--- config.mk ---
export PLATFORM = sky130hd
export DESIGN_NAME = fifo_rr_arbiter
export DESIGN_NICKNAME = d
export VERILOG_FILES = /design/src/rtl/fifo_rr_arbiter.sv
export SDC_FILE = /design/constraint.sdc
export NUM_CORES = 1
export LEC_CHECK = 0
export CAP_MARGIN = 10
export CORE_ASPECT_RATIO = 1.2
export CORE_MARGIN = 5
export CORE_UTILIZATION = 34
export DETAILED_ROUTE_END_ITERATION = 10
export PLACE_DENSITY = 0.78
export SYNTH_ARGS = -nofsm -noshare
export SYNTH_HDL_FRONTEND = slang
export SYNTH_SLANG_ARGS = --single-unit
export TNS_END_PERCENT = 5
--- constraint.sdc ---
create_clock -name clk -period 2.58 [get_ports clk]
set_input_delay 0.516 -clock clk [delete_from_list [all_inputs] [get_ports clk]]
set_output_delay 0.516 -clock clk [all_outputs]
set_load 0.01 [all_outputs]
--- src/rtl/fifo_rr_arbiter.sv ---
// rtl/fifo_rr_arbiter.sv - round-robin arbiter sharing one FIFO write port
//
// Purpose: selects one of NUM_REQ valid/ready beat sources per cycle and
// registers the winning beat into a single output stage that drives the
// FIFO upstr_d_valid / upstr_data / upstr_d_ready handshake.
//
// Optional feature: define ARB_PKT_LOCK_EN to hold the grant on one requester
// from a beat with EOP=0 until its beat with EOP=1 (bit DATA_W-1).
//
// Ports:
//   clk        in   clock, rising edge
//   nrst       in   asynchronous active-low reset
//   req_valid  in   [NUM_REQ]         per-requester beat valid
//   req_data   in   [NUM_REQ*DATA_W]  requester i at [i*DATA_W +: DATA_W]
//   req_ready  out  [NUM_REQ]         per-requester accept, one-hot or zero
//   out_valid  out                    to FIFO upstr_d_valid
//   out_data   out  [DATA_W]          to FIFO upstr_data
//   out_ready  in                     from FIFO upstr_d_ready
//   grant_id   out  [ID_W]            source of the beat in the output stage
//   busy       out                    output stage full or packet lock held

module fifo_rr_arbiter #(
    parameter int NUM_REQ = 4,
    parameter int DATA_W  = 33,
    parameter int ID_W    = 2
) (
    input  logic                        clk,
    input  logic                        nrst,
    input  logic [NUM_REQ-1:0]          req_valid,
    input  logic [NUM_REQ*DATA_W-1:0]   req_data,
    output logic [NUM_REQ-1:0]          req_ready,
    output logic                        out_valid,
    output logic [DATA_W-1:0]           out_data,
    input  logic                        out_ready,
    output logic [ID_W-1:0]             grant_id,
    output logic                        busy
);

    logic              out_valid_q, out_valid_d;
    logic [DATA_W-1:0] out_data_q,  out_data_d;
    logic [ID_W-1:0]   grant_id_q,  grant_id_d;
    logic [ID_W-1:0]   rr_ptr_q,    rr_ptr_d;

`ifdef ARB_PKT_LOCK_EN
    typedef enum logic {IDLE, LOCKED} state_t;
    state_t            state_q, state_d;
    logic [ID_W-1:0]   lock_id_q, lock_id_d;
`endif

    logic               load_en;
    logic [NUM_REQ-1:0] cand;
    logic               found;
    logic [ID_W-1:0]    sel;
    logic [ID_W-1:0]    sel_next;
    logic [DATA_W-1:0]  beat;

    always_comb begin
        // Output stage is free when empty or being drained this cycle.
        load_en = !out_valid_q || out_ready;

`ifdef ARB_PKT_LOCK_EN
        if (state_q == LOCKED) begin
            cand = req_valid & (NUM_REQ'(1) << lock_id_q);
        end else begin
            cand = req_valid;
        end
`else
        cand = req_valid;
`endif

        // Two passes: first the candidates at or above rr_ptr, then the
        // wrapped ones below it; the first hit is the round-robin winner.
        found = 1'b0;
        sel   = '0;
        for (int j = 0; j < NUM_REQ; j++) begin
            if (!found && cand[j] && (ID_W'(j) >= rr_ptr_q)) begin
                found = 1'b1;
                sel   = ID_W'(j);
            end
        end
        for (int j = 0; j < NUM_REQ; j++) begin
            if (!found && cand[j]) begin
                found = 1'b1;
                sel   = ID_W'(j);
            end
        end

        sel_next = (sel == ID_W'(NUM_REQ - 1)) ? '0 : sel + ID_W'(1);

        beat = '0;
        for (int j = 0; j < NUM_REQ; j++) begin
            if (sel == ID_W'(j)) begin
                beat = req_data[j*DATA_W +: DATA_W];
            end
        end

        req_ready = '0;
        if (nrst && load_en && found) begin
            req_ready = NUM_REQ'(1) << sel;
        end

        out_valid_d = out_valid_q;
        out_data_d  = out_data_q;
        grant_id_d  = grant_id_q;
        rr_ptr_d    = rr_ptr_q;
`ifdef ARB_PKT_LOCK_EN
        state_d     = state_q;
        lock_id_d   = lock_id_q;
`endif

        if (load_en) begin
            if (found) begin
                out_valid_d = 1'b1;
                out_data_d  = beat;
                grant_id_d  = sel;
                rr_ptr_d    = sel_next;
`ifdef ARB_PKT_LOCK_EN
                if (state_q == IDLE) begin
                    // Start of a multi-beat packet: pin the grant, keep rr_ptr.
                    if (!beat[DATA_W-1]) begin
                        state_d   = LOCKED;
                        lock_id_d = sel;
                        rr_ptr_d  = rr_ptr_q;
                    end
                end else if (beat[DATA_W-1]) begin
                    // sel equals lock_id here, so sel_next is lock_id+1.
                    state_d = IDLE;
                end else begin
                    rr_ptr_d = rr_ptr_q;
                end
`endif
            end else begin
                out_valid_d = 1'b0;
            end
        end
    end

    always_ff @(posedge clk or negedge nrst) begin
        if (!nrst) begin
            out_valid_q <= 1'b0;
            out_data_q  <= '0;
            grant_id_q  <= '0;
            rr_ptr_q    <= '0;
`ifdef ARB_PKT_LOCK_EN
            state_q     <= IDLE;
            lock_id_q   <= '0;
`endif
        end else begin
            out_valid_q <= out_valid_d;
            out_data_q  <= out_data_d;
            grant_id_q  <= grant_id_d;
            rr_ptr_q    <= rr_ptr_d;
`ifdef ARB_PKT_LOCK_EN
            state_q     <= state_d;
            lock_id_q   <= lock_id_d;
`endif
        end
    end

    assign out_valid = out_valid_q;
    assign out_data  = out_data_q;
    assign grant_id  = grant_id_q;
`ifdef ARB_PKT_LOCK_EN
    assign busy      = out_valid_q || (state_q == LOCKED);
`else
    assign busy      = out_valid_q;
`endif

endmodule

==> flow_summary.yaml, run 1 <==
setup_path:
  cp_top_family: "buffers and inverters"
  cp.required_ns: 2.06
  startpoint: "req_valid[0]"
  rr_endpoint: "out_data[4]"
  worstPathMaxFanout: 3
  cp_num_buf_inv: 3
  cp-start-kind: "input port"
  cp_slowest_stage_delay_ns: 0.46
  path_cells: "clkdlybuf4s50_1 -> buf_4 -> o21a_1 -> or2_4 -> ha_4 -> and3_1 -> buf_2"
  arrival_ns: 1.99
  slowest_stage: "clkdlybuf4s50_1"
  path_class: "input port to primary output"
  critPathCaptureType: "primary output"
  worstRegToRegCells: 9
  timing.rr.start: "rr_ptr_q[1]"
  ff2ff_setup_slack_ns: 0.22
floorplanning:
  core_area_um2: 8200
  dieHeight_um: 111
  start_util_pct: 35.2
  ios: 180
  rows: 36
  die_area_um2: 10400
  dieWidth_um: 94.2
cells_and_area:
  diodes: 0
  stdcell_area_um2: 5060
  layout-drive-gt1-share_pct: 16.7
  area_growth_syn_to_layout_pct: 75.0
  fin_nets: 663
  final_core_util_pct: 61.7
  fin_cells: 634
sta:
  skew_ns: 0.00956
  slew_headroom_pct: 66.1
  fmax_mhz: 399
  worstMarginPinSlew_ns: 0.508
  fin_crit_ns: 2.51
  worst_slack_ns: 0.0708
  setup_violations: 0
  slew_viol_final: 0
  finalHoldViolCount: 0
  hold_ws_ns: 0.350
  finalSetupTns_ns: 0
  fin_crit_sh_pct: 97.3
logic_synthesis:
  ys_types: 34
  synth_compound_area_share_pct: 36.3
  syn_inst: 343
  synth_most_common_cell: "dfrtp_1"
  synth_largest_area_cell: "dfrtp_1"
  netlist_area_um2: 2890
  yosys.area_share.simple_pct: 16.5
  ys_ff_latch: 38
  synthXorXnorAreaFrac_pct: 0
  synth.top_cell.area_share_pct: 32.9
  post_synth_fa_ha_maj_area_fraction_pct: 1.73
  yosysSeqAreaShare_pct: 32.9
  synth_edf_count: 0
  synthMuxAreaShare_pct: 0.736
  synth-async-reset-ratio_pct: 100
  synth_fp_nets: 486
  synth_top_family_by_area: "compound AO/OA/AOI/OAI gates"
  synthTopCellsByCount: "dfrtp_1 (38), a21oi_1 (36), inv_1 (35), nand2_1 (35)"
  synthFlopType: "dfrtp_1"
  synth_area_leaders: "dfrtp_1 (33%), a221o_1 (11%), a21oi_2 (9.1%)"
  synth.avg_cell_area_um2: 8.42
  yosysWarnings: 0
route:
  dr.pass1.iters: 4
  via_per_inst: 5.34
  via_count: 3387
  ant_nets: 0
  drtIter0Drc: 125
  totalWireLength_mm: 11.3
  avgRoutedWirePerCell_um: 17.8
  drc: 0
global_route:
  antenna_found_initial: 0
  grt_pass1_vias: 3432
  grt_max_degree: 42
  grt.total_usage_pct: 20.0
  grt_overflow: 0
  grt_pass1_wl_mm: 16.9
place:
  post-place-ws_ns: -0.552
  port_buffers: 179
  place_inst: 622
  gp_routability_congestion: 0.832
  placed_area_um2: 4820
  dpl.hpwl_mm: 7.98
pwr:
  powerDensity_nw_per_um2: 815
  p_sw_mw: 1.62
  power_frac_seq_pct: 25.8
  comb_power_share_pct: 64.9
  p_int_mw: 2.51
  swShare_pct: 39.2
  vdd_drop_max_uv: 450
  power_mw: 4.12
  leakage_nw: 2.00
  power_frac_clock_pct: 9.3
cts:
  cts_buffer_depth: 2
  insertion_delay_ns: 0.28
  htreeDepth: 2
  clk_pin_slew_worst_paths_ns: 0.08
  cts_tree: "yes"
  cts_buffers: 5
  clock-root-buffer: "clkbuf_8"
  clock-sinks: 38
job:
  maxCapViolCount: 0
worst_hold_path:
  worstHoldPathType: "input port to async pin"
status:
  status: "completed"
[routing by layer]
metal  GRT usage, %  part of all wire [%]  vias up
met2           36.0                    51      150
met5              0                     0        -
li1               -                     -     1612
met3           4.55                   7.1       22
met1           22.7                    39     1603
met4           7.32                   3.1        0
[power by group through the flow]
stage	Combinational, mW	Sequential (mW)	Clock (mW)
after floorplan	1.25	1.17	0
after detailed placement	2.46	1.07	0
after global placement	2.42	1.05	0
after CTS	2.52	1.06	0.399
after global routing	2.89	1.10	0.424
final	2.67	1.06	0.384
[flip-flops by register name, summed over array words and instances (netlist names)]
signal	flops
out_data	33
grant_id	2
rr_ptr_q	2
busy	1
[final cells by class]
type	count	area, um^2
well taps	114	143
clock inverters	2	10.0
clock buffers	5	68.8
repair buffers	209	2090
inverters	35	131
multi-input cells	231	1670
flip-flops and latches	38	951
fillers	731	3140
[cells in the final DEF, fill, tap and decap left out, types with 2 or more instances in the layout]
cell             instances
a31oi_1                 33
a21oi_1                 36
ha_2                     3
clkbuf_16                3
clkbuf_8                 5
nand2_1                 35
a221o_1                 33
dfrtp_1                 38
dlygate4sd2_1            2
nand3b_1                33
and3_1                   4
buf_12                   3
clkinv_2                 2
nor2_2                   2
buf_4                   23
buf_2                    4
a21oi_2                 30
o21ai_0                  2
clkdlybuf4s50_1        171
inv_1                   34
[what timing repair did]
action | in CTS | in global routing
setup buffers | 2 | 1
pin swaps | 5 | 5
gates resized for setup | 27 | 10
endpoints found under the setup margin | 37 | 37
gates cloned | 0 | 3
hold buffers | 0 | 0
endpoints found under the hold margin | 0 | 0
[how the worst max path moves through the flow]
stage	depth (start not counted)	to	slack [ns]
floorplan	8	req_ready[3]	-0.01
global placement	7	req_ready[1]	-0.49
detailed placement	7	req_ready[1]	-0.55
CTS	7	req_ready[1]	-0.007
global route	9	out_data[4]	-0.01
finish	7	req_ready[1]	0.07
[cell families (layout without fill, tap and decap cells)]
| group | Yosys count | after routing |
|---|---|---|
| AO/OA/AOI/OAI | 142 | 142 |
| adder cells (fa/ha/maj) | 4 | 4 |
| buffers and inverters | 74 | 251 |
| flip-flops | 38 | 38 |
| multiplexers | 2 | 2 |
| AND/OR/NAND/NOR | 83 | 83 |
No activity file was read; power rests on OpenSTA's default activity.
==> run 2, diff against run 1 <==
--- a/config.mk
+++ b/config.mk
@@ -7,10 +7,12 @@
 export LEC_CHECK = 0
 export CAP_MARGIN = 10
 export CORE_ASPECT_RATIO = 1.2
-export CORE_MARGIN = 5
+export CORE_MARGIN = 2
 export CORE_UTILIZATION = 34
+export CTS_CLUSTER_DIAMETER = 80
 export DETAILED_ROUTE_END_ITERATION = 10
 export PLACE_DENSITY = 0.78
+export SKIP_CTS_REPAIR_TIMING = 1
 export SYNTH_ARGS = -nofsm -noshare
 export SYNTH_HDL_FRONTEND = slang
 export SYNTH_SLANG_ARGS = --single-unit
==> flow_summary.yaml, run 2 (synthesis gave the netlist of run 1 again) <==
pwr:
  power_mw: 4.15
  comb_power_share_pct: 64.1
  leakage_nw: 2.06
  p_sw_mw: 1.61
  vdd_drop_max_uv: 339
  p_int_mw: 2.55
  power_frac_clock_pct: 10.3
  powerDensity_nw_per_um2: 817
  swShare_pct: 38.7
  power_frac_seq_pct: 25.7
setup_path:
  slowest_stage: "dfrtp_1"
  arrival_ns: 1.95
  ff2ff_setup_slack_ns: 0.18
  worstPathMaxFanout: 7
  path_class: "flip-flop to primary output"
  rr_endpoint: "out_data[2]"
  timing.rr.start: "rr_ptr_q[1]"
  critPathCaptureType: "primary output"
  worstRegToRegCells: 9
  cp.required_ns: 2.06
  path_cells: "and3b_1 -> o21a_1 -> or2_4 -> ha_4 -> and3_1 -> dlymetal6s2s_1"
  cp_slowest_stage_delay_ns: 0.49
  cp-start-kind: "flip-flop"
cells_and_area:
  diodes: 0
  area_growth_syn_to_layout_pct: 76.0
  n_fill_cell: 737
  layout-drive-gt1-share_pct: 15.8
  largest_register_ffs: 33
  fin_nets: 660
  stdcell_area_um2: 5080
  final_cell_mix: "clkdlybuf4s50_1 (170), dfrtp_1 (38), a21oi_1 (36)"
  fin_cells: 632
  layout_commonest_cell: "clkdlybuf4s50_1"
sta:
  finalHoldViolCount: 0
  slew_headroom_pct: 65.2
  slew_viol_final: 0
  finalSetupTns_ns: 0
  worstMarginPinSlew_ns: 0.522
  worst_slack_ns: 0.118
  skew_ns: 0.00744
  setup_violations: 0
  fin_crit_sh_pct: 95.4
  fmax_mhz: 406
  fin_crit_ns: 2.46
  rsz0062_at_grt: "false"
route:
  avgRoutedWirePerCell_um: 17.1
  totalWireLength_mm: 10.8
  wl_met1_mm: 4.00
  wl_met3_um: 736
  ant_nets: 0
  wl_met2_mm: 5.80
  top_layer_used: "met4"
  dr.pass1.iters: 4
  drc: 0
  drtIter0Drc: 183
  via_per_inst: 5.37
  via_count: 3391
cts:
  cts_buffers: 5
  insertion_delay_ns: 0.29
  clock-sinks: 38
  htreeDepth: 2
  cts_tree: "yes"
  clock-root-buffer: "clkbuf_8"
  cts_buffer_depth: 2
  clk_pin_slew_worst_paths_ns: 0.08
floorplanning:
  dieHeight_um: 105
  rows: 36
  ios: 180
  start_util_pct: 35.2
  dieWidth_um: 88.2
  die_area_um2: 9250
  core_area_um2: 8200
place:
  placed_area_um2: 4880
  dpl.hpwl_mm: 7.75
  post-place-ws_ns: -0.572
  place_inst: 622
  port_buffers: 179
  gp_routability_congestion: 0.860
worst_hold_path:
  worstHoldPathType: "input port to async pin"
global_route:
  grt_pass1_wl_mm: 16.1
  grt_max_degree: 46
  antenna_found_initial: 0
  grt_pass1_vias: 3404
  grt_overflow: 0
  grt.total_usage_pct: 22.0
job:
  maxCapViolCount: 0
status:
  status: "completed"
## run 2: how the worst max path moves through the flow
| stage | endpoint | depth (start not counted) | from |
|---|---|---|---|
| after global placement | req_ready[3] | 7 | req_valid[2] |
| after detailed placement | req_ready[3] | 7 | req_valid[1] |
| final | req_ready[1] | 6 | rr_ptr_q[1] |
| after global routing | req_ready[1] | 6 | rr_ptr_q[1] |
| after floorplan | req_ready[3] | 8 | req_valid[1] |
| after CTS | req_ready[3] | 7 | req_valid[1] |
## run 2: cell type report
class                   count  area (um^2)  share of cell area [%]
well taps                 114          143                    2.81
clock inverters             1         5.00                  0.0984
clock buffers               7         86.3                    1.70
repair buffers            206         2110                    41.4
flip-flops and latches     38          951                    18.7
inverters                  35          131                    2.58
multi-input cells         231         1660                    32.7
## run 2: metal layers
layer	global-route usage [%]	vias to the layer above
met4	7.14	0
li1	-	1605
met3	5.37	17
met5	0	-
met1	22.5	1627
met2	42.3	142
## run 2: power groups by stage
stage                     Clock (mW)  Combinational, mW  Sequential, mW
final                          0.426               2.66            1.07
after global routing           0.461               2.86            1.10
after CTS                      0.441               2.57            1.06
after detailed placement           0               2.56            1.07
after global placement             0               2.51            1.05
after floorplan                    0               1.25            1.17
## run 2: worst max-delay path: cells and delay by family, from the launching register on
family / cells / cell delay [ns]
adders and majority gates: 1 / 0.17
AOI/OAI and AO/OA: 1 / 0.21
DFF: 1 / 0.49
and+or+nand+nor: 3 / 0.62
buffers and inverters: 1 / 0.16
## run 2: stage by stage
step,hold slack (ns),utilization (%)
floorplan,0.220,-
global placement,0.502,59.6
detailed placement,0.521,59.6
CTS,0.343,60.7
global route,0.385,62.0
finish,0.326,62.0
==> run 3, diff against run 2 <==
--- a/config.mk
+++ b/config.mk
@@ -6,12 +6,13 @@
 export NUM_CORES = 1
 export LEC_CHECK = 0
 export CAP_MARGIN = 10
-export CORE_ASPECT_RATIO = 1.2
+export CELL_PAD_IN_SITES_DETAIL_PLACEMENT = 0
+export CELL_PAD_IN_SITES_GLOBAL_PLACEMENT = 1
 export CORE_MARGIN = 2
-export CORE_UTILIZATION = 34
+export CORE_UTILIZATION = 23
 export CTS_CLUSTER_DIAMETER = 80
 export DETAILED_ROUTE_END_ITERATION = 10
-export PLACE_DENSITY = 0.78
+export PLACE_DENSITY_LB_ADDON = 0.1
 export SKIP_CTS_REPAIR_TIMING = 1
 export SYNTH_ARGS = -nofsm -noshare
 export SYNTH_HDL_FRONTEND = slang
==> flow_summary.yaml, run 3 (synthesis gave the netlist of run 1 again) <==
route:
  avgRoutedWirePerCell_um: 17.4
  totalWireLength_mm: 12.0
  drc: 0
  dr.pass1.iters: 4
  ant_nets: 0
  via_per_inst: 4.80
  via_count: 3300
  drtIter0Drc: 140
cells_and_area:
  final_core_util_pct: 43.4
  seqCellArea_um2: 951
  area_growth_syn_to_layout_pct: 81.9
  layout_commonest_cell: "clkdlybuf4s50_1"
  n_fill_cell: 1260
  final_cell_mix: "clkdlybuf4s50_1 (170), dfrtp_1 (38), a21oi_1 (36)"
  multiInputGateArea_um2: 1670
  diodes: 0
  largest_register_ffs: 33
  layout-drive-gt1-share_pct: 16.7
  fin_nets: 663
global_route:
  grt_max_degree: 68
  grt_pass1_wl_mm: 17.2
  antenna_found_initial: 0
  grt_pass1_vias: 3273
  grt_overflow: 0
  grt.total_usage_pct: 16.3
sta:
  finalHoldViolCount: 0
  skew_ns: 0.00174
  fmax_mhz: 400
  setup_violations: 0
  worstMarginPinSlew_ns: 0.532
  fin_crit_sh_pct: 96.9
  slew_headroom_pct: 64.5
  fin_crit_ns: 2.50
  rsz0062_at_grt: "false"
  slew_viol_final: 0
floorplanning:
  die_area_um2: 13500
  start_util_pct: 23.9
  dieWidth_um: 116
  core_area_um2: 12100
  dieHeight_um: 116
  rows: 40
  ios: 180
job:
  maxCapViolCount: 0
pwr:
  powerDensity_nw_per_um2: 841
  vdd_drop_max_uv: 294
  power_mw: 4.42
  leakage_nw: 2.06
cts:
  cts_tree: "yes"
  insertion_delay_ns: 0.27
  clock-sinks: 38
  clk_pin_slew_worst_paths_ns: 0.05
  htreeDepth: 2
  clock-root-buffer: "clkbuf_16"
  cts_buffers: 5
  cts_buffer_depth: 2
setup_path:
  cp-start-kind: "flip-flop"
  ff2ff_setup_slack_ns: 0.18
  worstRegToRegCells: 8
  timing.rr.start: "rr_ptr_q[1]"
  worstPathMaxFanout: 7
  cp.required_ns: 2.06
  path_class: "flip-flop to primary output"
  critPathCaptureType: "primary output"
  cp_slowest_stage_delay_ns: 0.51
  rr_endpoint: "out_data[27]"
  arrival_ns: 1.98
  slowest_stage: "or3b_2"
  path_cells: "or3b_2 -> o221ai_4 -> buf_6 -> ha_2 -> and3_1 -> clkbuf_2"
status:
  status: "completed"
place:
  gp_routability_congestion: 0.783
  dpl.hpwl_mm: 8.03
  port_buffers: 179
worst_hold_path:
  worstHoldPathType: "input port to async pin"
## run 3: stage by stage
step	instances	setup slack (ns)	instance area, um^2	setup TNS, ns	hold WS, ns
floorplan	343	-0.0130	2890	-0.0130	0.220
CTS	682	-0.614	5070	-9.26	0.252
global route	688	0.0242	5250	0	0.286
global placement	675	-0.551	4940	-16.56	0.520
finish	688	0.0799	5250	0	0.256
detailed placement	675	-0.606	4940	-18.76	0.531
## run 3: power breakdown
group | internal (mW) | switching [mW]
sequential | 0.861 | 0.200
combinational | 1.53 | 1.25
clock | 0.354 | 0.225
total | 2.74 | 1.67
## run 3: per-layer routing
metal | share of wire, % | GRT usage [%] | up-vias
met5 | 0 | 0 | -
met4 | 0.61 | 2.54 | 0
met3 | 6.4 | 4.08 | 4
met2 | 51 | 30.3 | 100
met1 | 42 | 19.3 | 1588
li1 | - | - | 1608
## run 3: area by class of cell
class | instances | share of cell area, %
inverter | 35 | 2.50
multi-input combinational | 231 | 31.8
timing repair buffer | 209 | 41.0
sequential | 38 | 18.1
tap | 168 | 4.00
clock buffer | 7 | 2.52
## run 3: critical path: cells and delay by family, from the launching register on
kind            cells  cell delay, ns
simple gates        2            0.66
fa+ha+maj           1            0.19
flops               1            0.47
buf+inv             2            0.28
compound gates      1            0.11
## run 3: how the worst max path moves through the flow
stage	end	from
floorplan	req_ready[3]	req_valid[1]
global placement	req_ready[1]	req_valid[2]
detailed placement	req_ready[1]	req_valid[1]
CTS	req_ready[1]	req_valid[1]
global route	req_ready[0]	rr_ptr_q[1]
finish	req_ready[0]	rr_ptr_q[1]
